File: src/rtl/decrypt_pipe_param.sv
// Parametrised valid/ready decryption pipeline: NUM_STAGES keyed rounds over 4-word beats,
// header bypass, loadable key bank and a saturating count of delivered decrypted beats.
module decrypt_pipe_param #(
  parameter int unsigned W          = 16,
  parameter int unsigned NUM_STAGES = 5,
  parameter int unsigned CNT_W      = 32
) (
  input  logic                    clk,
  input  logic                    rst_n,
  input  logic [4*W-1:0]          in_data,
  input  logic [7:0]              in_ctrl,
  input  logic                    in_wr,
  output logic                    in_rdy,
  input  logic [NUM_STAGES*W-1:0] key_in,
  input  logic                    key_wr,
  output logic                    key_rdy,
  output logic [4*W-1:0]          out_data,
  output logic [7:0]              out_ctrl,
  output logic                    out_wr,
  input  logic                    out_rdy,
  output logic [CNT_W-1:0]        dec_cnt
);

  localparam int unsigned N  = NUM_STAGES;
  localparam int unsigned BW = 4 * W;

  function automatic logic [BW-1:0] round_f(input logic [BW-1:0] d, input logic [W-1:0] k);
    logic [W-1:0] t0, t1, t2, t3;
    t0 = d[0 +: W] ^ k;
    t1 = d[W +: W] + k;
    t2 = d[2*W +: W] - k;
    t3 = d[3*W +: W] ^ {k[W-2:0], k[W-1]};
    return {t2, t3, t0, t1};
  endfunction

  logic [BW-1:0]  r_data [N];
  logic [7:0]     r_ctrl [N];
  logic [N-1:0]   r_v;
  logic [N*W-1:0] r_key;
  logic [CNT_W-1:0] r_cnt;

  logic [N-1:0]   w_adv;
  logic [N-1:0]   w_load;
  logic [BW-1:0]  w_rnd [N];
  logic [7:0]     w_cin [N];
  logic           w_in_acc;

  always_comb begin
    w_adv = '0;
    for (int i = 0; i < N; i++) begin
      // A stage moves if any later stage is empty (bubble collapses) or the tail drains.
      w_adv[i] = r_v[i] & (out_rdy | (|(~r_v >> (i + 1))));
    end
  end

  assign in_rdy   = ~r_v[0] | w_adv[0];
  assign w_in_acc = in_wr & in_rdy;

  always_comb begin
    w_load    = w_adv << 1;
    w_load[0] = w_in_acc;
  end

  for (genvar g = 0; g < N; g++) begin : g_stage
    logic [BW-1:0] w_din;
    if (g == 0) begin : g_head
      assign w_din    = in_data;
      assign w_cin[g] = in_ctrl;
    end else begin : g_body
      assign w_din    = r_data[g-1];
      assign w_cin[g] = r_ctrl[g-1];
    end
    assign w_rnd[g] = (w_cin[g] != 8'h00) ? w_din : round_f(w_din, r_key[W*g +: W]);
  end

  always_ff @(posedge clk or negedge rst_n) begin
    if (!rst_n) begin
      r_v <= '0;
      for (int i = 0; i < N; i++) begin
        r_data[i] <= '0;
        r_ctrl[i] <= '0;
      end
    end else begin
      for (int i = 0; i < N; i++) begin
        if (w_load[i]) begin
          r_data[i] <= w_rnd[i];
          r_ctrl[i] <= w_cin[i];
          r_v[i]    <= 1'b1;
        end else if (w_adv[i]) begin
          r_v[i] <= 1'b0;
        end
      end
    end
  end

  // Keys only change with the pipe empty and nothing arriving, so no beat sees a mixed bank.
  assign key_rdy = ~(|r_v) & ~in_wr;

  always_ff @(posedge clk or negedge rst_n) begin
    if (!rst_n) begin
      r_key <= '0;
    end else if (key_wr && key_rdy) begin
      r_key <= key_in;
    end
  end

  always_ff @(posedge clk or negedge rst_n) begin
    if (!rst_n) begin
      r_cnt <= '0;
    end else if (out_wr && out_rdy && (out_ctrl == 8'h00) && !(&r_cnt)) begin
      r_cnt <= r_cnt + CNT_W'(1);
    end
  end

  assign out_wr   = r_v[N-1];
  assign out_data = r_data[N-1];
  assign out_ctrl = r_ctrl[N-1];
  assign dec_cnt  = r_cnt;

endmodule

File: config.mk
export PLATFORM = sky130hd
export DESIGN_NAME = decrypt_pipe_param
export DESIGN_NICKNAME = d
export VERILOG_FILES = /design/src/rtl/decrypt_pipe_param.sv
export SDC_FILE = /design/constraint.sdc
export NUM_CORES = 1
export LEC_CHECK = 0
export CAP_MARGIN = 20
export CORE_ASPECT_RATIO = 0.8
export CORE_UTILIZATION = 60
export DETAILED_ROUTE_END_ITERATION = 7
export GPL_TIMING_DRIVEN = 0
export PLACE_DENSITY = 0.8
export SETUP_SLACK_MARGIN = 0.02
export SLEW_MARGIN = 15
export SYNTH_ARGS = -nofsm -noshare
export SYNTH_HDL_FRONTEND = slang
export SYNTH_SLANG_ARGS = --single-unit
File: constraint.sdc
create_clock -name clk -period 5.3 [get_ports clk]
set_input_delay 1.06 -clock clk [delete_from_list [all_inputs] [get_ports clk]]
set_output_delay 1.06 -clock clk [all_outputs]
set_load 0.03 [all_outputs]
==> impl_results.md, run 1 <==
- Count of buffers from port buffering: 263
- DR vias: 26,000
- RSZ-0062 raised after global routing: no
- Worst vdd ir: 0.000426 V
- Reg2reg end: g_stage[1].w_din[15]
- CTS Hold Bufs: 0
- Yosys cell types: 66
- Worst-path clk slew: 60 ps
- CP Data Required Time: 4240 ps
- Min-delay worst type: input pin to async pin
- Core area: 46,200 µm²
- Setup-failing EPs final: 0
- Critical R2R Launch: r_key[6]
- Nets@finish: 3,874
- Number of flops mapped to enable cells by yosys: 0
- CP Class: input pin to output pin
- Synth Flop Type: dfrtp_1
- Clock sink count: 477
- Initial Utilization: 0.613
- Final Power: 15,700 µW
- # IOs: 264
- Leakage: 0.0147 µW
- Detailed Route Iter0 Violations: 2,772
- Synth top area cells: dfrtp_1 42%, xnor2_1 8.0%, ha_1 6.7%
- First-pass GRT wire length: 144,000 µm
- CP max-delay cell: clkdlybuf4s50_1
- Ys async rst share: 1.00
- Post-synthesis register bit count: 477
- Most frequent cell after synthesis: dfrtp_1
- Critical-path cell list: clkdlybuf4s50_1 > nor2b_1 > nand4_1 > inv_1 > nand2_1 > clkdlybuf4s50_1
- Max-cap viol count: 0
- DP HPWL: 73,400 µm
- Worst-Skew Late Latency: 580 ps
- Die area: 48,100 µm²
- Worst setup margin: 1210 ps
- WP data arrival: 3030 ps
- Worst reg2reg setup slack: 1980 ps
- Htree depth: 2
- Fillers: 3,565
- Pre-Repair DR Iteration Count: 6
- Register area share after synthesis: 0.422
- Slew margin rel.: 0.216
- CTS root buf: clkbuf_16
- Vias per cell: 6.18
- Cell accounting for the most synthesized area: dfrtp_1
- Mapped Avg Cell Area: 8.75 µm²
- CP delay by family, top: buffers and inverters
- DIE WIDTH: 245 µm
- Top post-synthesis cells by count: 477 x dfrtp_1, 474 x nand2_1, 374 x a21oi_1
- Buf/Inv on CP: 3
- Largest net degree at the start of global routing: 110
- Max Slew Vio Count: 0
- Setup TNS: 0 ps
- Worst-Margin Slew: 1180 ps
- Row cnt: 70
- Syn Inst Count: 3,238
- Cts repair resizes: 0
- Post-synthesis cell area: 28,300 µm²
- Max Freq: 244 MHz
- Most numerous cell on the critical path: clkdlybuf4s50_1
- Share of layout cells above drive strength 1: 0.0529
- Die Y: 196 µm
- Cell Pwr Density: 469 nW/µm²
- Bufs on Longest Clock Path: 3
- RD Place Congestion: 1.01
- Initial antenna violation count: 1
- Number of global-route vias before repair: 25,400
- Area growth, synth to finish: 18.2%
- Fin Clk Skew: 18.1 ps
- Routed WL: 94,100 µm
- Number of remaining DRC errors: 0
- Synth Net Count: 3,556
- Routed Antenna Nets: 0
- Number of buffers created by CTS: 48
- Status: finished, final reports clean
- Final Hold Viols: 0
- R2R cell count: 9
- Footprint of the multi-input gates: 15,400 µm²
- Top cell type's share of synthesized area: 0.422
- Critical Path End Type: output pin
- GRT Util Overall: 0.391
- Grt total ovfl: 0
- Crit path time final: 4090 ps
- CTS tree: yes
- Post CTS Setup Buffer Count: 0
- Ys Warns: 0
- Design area: 33,500 µm²
- Pre-CTS setup slack: 1150 ps
- Setup crit start kind: input pin
- Worst-path maximum fanout: 6
- Post-Place Cell Area: 31,800 µm²
- WL/cell: 22.3 µm
- Fin crit share: 0.772
- CP max stage delay: 630 ps
- FF+latch area: 11,900 µm²
## stage by stage
step	std cells	hold WS, ps	util
floorplan	3238	460	-
global placement	4113	464	0.687
detailed placement	4117	469	0.690
CTS	4206	405	0.725
global route	4208	425	0.725
finish	4209	384	0.725
## worst reg2reg max path: cells and delay by family (launching register included)
family / cells / cell delay, ps
adder cells (fa/ha/maj): 1 / 470
AO/OA/AOI/OAI: 5 / 1720
flip-flops: 1 / 540
AND/OR/NAND/NOR: 3 / 440
## power breakdown
| part | total (µW) | leakage, µW | internal, µW | switching (µW) |
|---|---|---|---|---|
| Clock | 3560 | 0.000805 | 2040 | 1520 |
| Combinational | 6380 | 0.00784 | 2680 | 3700 |
| Sequential | 5750 | 0.00601 | 4610 | 1150 |
| Total | 15700 | 0.0147 | 9330 | 6370 |
## per-layer routing
layer | share of wire | up-vias | track usage
li1 | - | 11800 | -
met1 | 0.44 | 12900 | 0.587
met2 | 0.42 | 1230 | 0.559
met3 | 0.12 | 145 | 0.111
met4 | 0.018 | 0 | 0.0808
met5 | 0 | - | 0
## state kept, by name (all words and copies together), names as in the netlist
register	flops
dec_cnt	32
g_stage.w_din	256
out_ctrl	8
out_data	64
r_ctrl	32
r_key	80
r_v	5
## layout by cell type (no fill, tap or decap), drive strengths merged, types with 100 or more instances in the layout
| master | Yosys | routed |
|---|---|---|
| xnor2 | 260 | 260 |
| nor2 | 321 | 321 |
| dfrtp | 477 | 477 |
| nand2 | 474 | 474 |
| clkdlybuf4s50 | 0 | 262 |
| o21ai | 347 | 347 |
| a21oi | 375 | 375 |
| clkbuf | 130 | 201 |
| ha | 151 | 151 |
| inv | 98 | 100 |
## cell type report
class	instances	share of cell area
antenna	2	0.000149
tap	612	0.0229
clock inverter	18	0.00538
clock buffer	71	0.0433
timing repair buffer	268	0.0825
multi-input combinational	2504	0.460
sequential	477	0.357
buffer	159	0.0187
inverter	98	0.0110
## cells by family after synthesis
| logic type | synth area share |
|---|---|
| AOI/OAI and AO/OA | 0.185 |
| xor gates and xnor gates | 0.0965 |
| adders and majority gates | 0.0738 |
| buffers and inverters | 0.0351 |
| DFF | 0.422 |
| muxes | 0.0379 |
| and+or+nand+nor | 0.150 |
## how the worst max path moves through the flow
stage / start / end / slack (ps) / depth (start not counted)
after floorplan: in_wr / key_rdy / 2080 / 2
after global placement: rst_n / g_stage[4].w_din[17] / -16600 / 1
after detailed placement: out_rdy / g_stage[1].w_din[3] / 1150 / 9
after CTS: in_wr / key_rdy / 1220 / 4
after global routing: out_rdy / in_rdy / 1120 / 6
final: out_rdy / in_rdy / 1210 / 6
No activity file was read; power rests on OpenSTA's default activity.
==> inputs of run 2 (changes only) <==
--- a/config.mk
+++ b/config.mk
@@ -7,10 +7,10 @@
 export LEC_CHECK = 0
 export CAP_MARGIN = 20
 export CORE_ASPECT_RATIO = 0.8
-export CORE_UTILIZATION = 60
+export CORE_UTILIZATION = 53
 export DETAILED_ROUTE_END_ITERATION = 7
 export GPL_TIMING_DRIVEN = 0
-export PLACE_DENSITY = 0.8
+export PLACE_DENSITY = 0.75
 export SETUP_SLACK_MARGIN = 0.02
 export SLEW_MARGIN = 15
 export SYNTH_ARGS = -nofsm -noshare
==> constraint.sdc (replaced) <==
create_clock -name clk -period 3.6 [get_ports clk]
set_input_delay 0.72 -clock clk [delete_from_list [all_inputs] [get_ports clk]]
set_output_delay 0.72 -clock clk [all_outputs]
set_load 0.03 [all_outputs]
==> run 2 against run 1 <==
Effect of this change: total power is 44% higher; final cell count is 1.9% higher; critical path type unchanged; global-route usage is 6.3 points lower; via count is 3.3% lower.
==> impl_results.md, run 2 (synthesis results as in run 1) <==
- Setup TNS: 0 ps (unchanged)
- Buf/Inv on CP: 3 (unchanged)
- Routed WL: 88,300 µm (was 94,100 µm)
- Max Slew Vio Count: 0 (unchanged)
- CTS root buf: clkbuf_16 (unchanged)
- Number of global-route vias before repair: 23,900 (was 25,400)
- Max Freq: 289 MHz
- GRT Util Overall: 0.327 (was 0.391)
- Initial antenna violation count: 0 (was 1)
- Htree depth: 2 (unchanged)
- Die area: 54,400 µm² (was 48,100 µm²)
- Area growth, synth to finish: 18.4% (was 18.2%)
- DR vias: 25,200 (was 26,000)
- RSZ-0062 raised after global routing: no (unchanged)
- Util after Layout: 0.638 (was 0.725)
- Share of layout cells above drive strength 1: 0.0498 (was 0.0529)
- CP max-delay cell: clkdlybuf4s50_1 (unchanged)
- Leakage: 0.0146 µW (was 0.0147 µW)
- Critical Path End Type: output pin (unchanged)
- Fin Clk Skew: 27.4 ps (was 18.1 ps)
- Cell Pwr Density: 677 nW/µm² (was 469 nW/µm²)
- Vias per cell: 5.87 (was 6.18)
- Worst-Skew Late Latency: 610 ps (was 580 ps)
- Worst vdd ir: 0.000541 V (was 0.000426 V)
- RD Place Congestion: 0.982 (was 1.01)
- Fin crit share: 0.962
- CP Data Required Time: 2880 ps (was 4240 ps)
- Core area: 52,600 µm² (was 46,200 µm²)
- Worst-path maximum fanout: 6 (unchanged)
- Most numerous cell on the critical path: clkdlybuf4s50_1 (unchanged)
- Setup-failing EPs final: 0 (unchanged)
- CP max stage delay: 640 ps (was 630 ps)
- Commonest non-fill, non-tap cells in the layout: 477 x dfrtp_1, 474 x nand2_1, 374 x a21oi_1 (unchanged)
- CP Class: input pin to output pin (unchanged)
- Routed Antenna Nets: 0 (unchanged)
- Critical-path cell list: clkdlybuf4s50_1 > nor2b_1 > nand4_1 > inv_1 > nand2_1 > clkdlybuf4s50_1 (unchanged)
- Die Y: 209 µm (was 196 µm)
- Number of buffers created by CTS: 49 (was 48)
- First-pass GRT wire length: 137,000 µm (was 144,000 µm)
- Post CTS Setup Buffer Count: 0 (unchanged)
- CTS tree: yes (unchanged)
- Largest net degree at the start of global routing: 105 (was 110)
- Min-delay worst type: flop to flop (was input pin to async pin)
- Grt total ovfl: 0 (unchanged)
- Final Hold Viols: 0 (unchanged)
- Most common cell after layout, fill and taps aside: dfrtp_1 (unchanged)
- Number of remaining DRC errors: 0 (unchanged)
- Status: finished, final reports clean (unchanged)
- Worst-path clk slew: 60 ps (about the same)
- WP data arrival: 2740 ps (was 3030 ps)
- CP delay by family, top: buffers and inverters (unchanged)
- DIE WIDTH: 260 µm (was 245 µm)
- Max FFs per register: 256 (unchanged)
- Slew margin rel.: 0.236 (was 0.216)
- Pre-Repair DR Iteration Count: 5 (was 6)
- Detailed Route Iter0 Violations: 2,642 (was 2,772)
- Initial Utilization: 0.539 (was 0.613)
- DP HPWL: 69,600 µm (was 73,400 µm)
- Worst-Margin Slew: 1150 ps (was 1180 ps)
- Nets@finish: 3,876 (was 3,874)
- # IOs: 264 (unchanged)
- WL/cell: 20.6 µm (was 22.3 µm)
- Setup crit start kind: input pin (unchanged)
- Row cnt: 75 (was 70)
- Bufs on Longest Clock Path: 3 (unchanged)
- Clock sink count: 477 (unchanged)
- Max-cap viol count: 0 (unchanged)
- Crit path time final: 3460 ps
- Count of buffers from port buffering: 263 (unchanged)
## run 2: cell types whose count changed in the layout (fill, tap and decap cells not counted)
cell,before,now
buf_8,2,1
clkbuf_8,14,12
dlygate4sd3_1,0,1
clkinvlp_4,3,0
clkinv_2,10,5
clkbuf_1,138,146
bufinv_16,3,2
diode_2,2,1
buf_16,4,5
## run 2: final timing paths
path	start	end	slack, ps	cells past startpoint
max in group asynchronous	rst_n	out_data[5]	1380	5
worst min register to register	out_data[3]	out_data[3]	470	2
worst max-delay path	out_rdy	in_rdy	140	6
min in group asynchronous	rst_n	r_key[11]	570	2
worst max register to register	r_v[4]	out_data[43]	310	7
worst min-delay path	out_data[3]	out_data[3]	470	2
## run 2: metrics by stage
step                setup WS (ps)  hold WS (ps)  instance area [µm²]  instances  power, µW
finish                        137           474                33500       4287      22700
global route                 90.4           506                33500       4286      24100
CTS                           149           486                33500       4286      22600
detailed placement           -340           472                32000       4199      17500
global placement           -19270           463                31800       4194      17300
floorplan                     776           424                28300       3238      14300
## run 2: final cells by class
class | count | area, µm²
repair buffers | 269 | 2790
fillers | 4511 | 19000
inverters | 98 | 368
clock inverters | 9 | 103
clock buffers | 77 | 1450
plain buffers | 159 | 627
multi-input cells | 2504 | 15400
diodes | 1 | 2.50
well taps | 693 | 867
flip-flops and latches | 477 | 11900
## run 2: metal layers
layer / vias up / GRT usage / wire, µm
li1: 11800 / - / -
met1: 12400 / 0.504 / 40900
met2: 897 / 0.465 / 36700
met3: 121 / 0.0729 / 9070
met4: 2 / 0.0704 / 1520
met5: - / 0.0125 / 93
## run 2: worst reg2reg max path, delay by kind of cell, from the launching register on
kind / cells / cell delay [ps]
DFF: 1 / 420
AOI/OAI and AO/OA: 1 / 100
and+or+nand+nor: 3 / 1000
buffers and inverters: 3 / 1680
## run 2: power breakdown
group	total (µW)	internal [µW]	switching, µW
Combinational	9180	3940	5240
Sequential	8430	6790	1640
Clock	5080	2900	2180
## run 2: timing repair
| action | in CTS | in global routing |
|---|---|---|
| hold endpoints to repair | 32 | 0 |
| hold buffers | 1 | 0 |
| gates resized for setup | 0 | 0 |
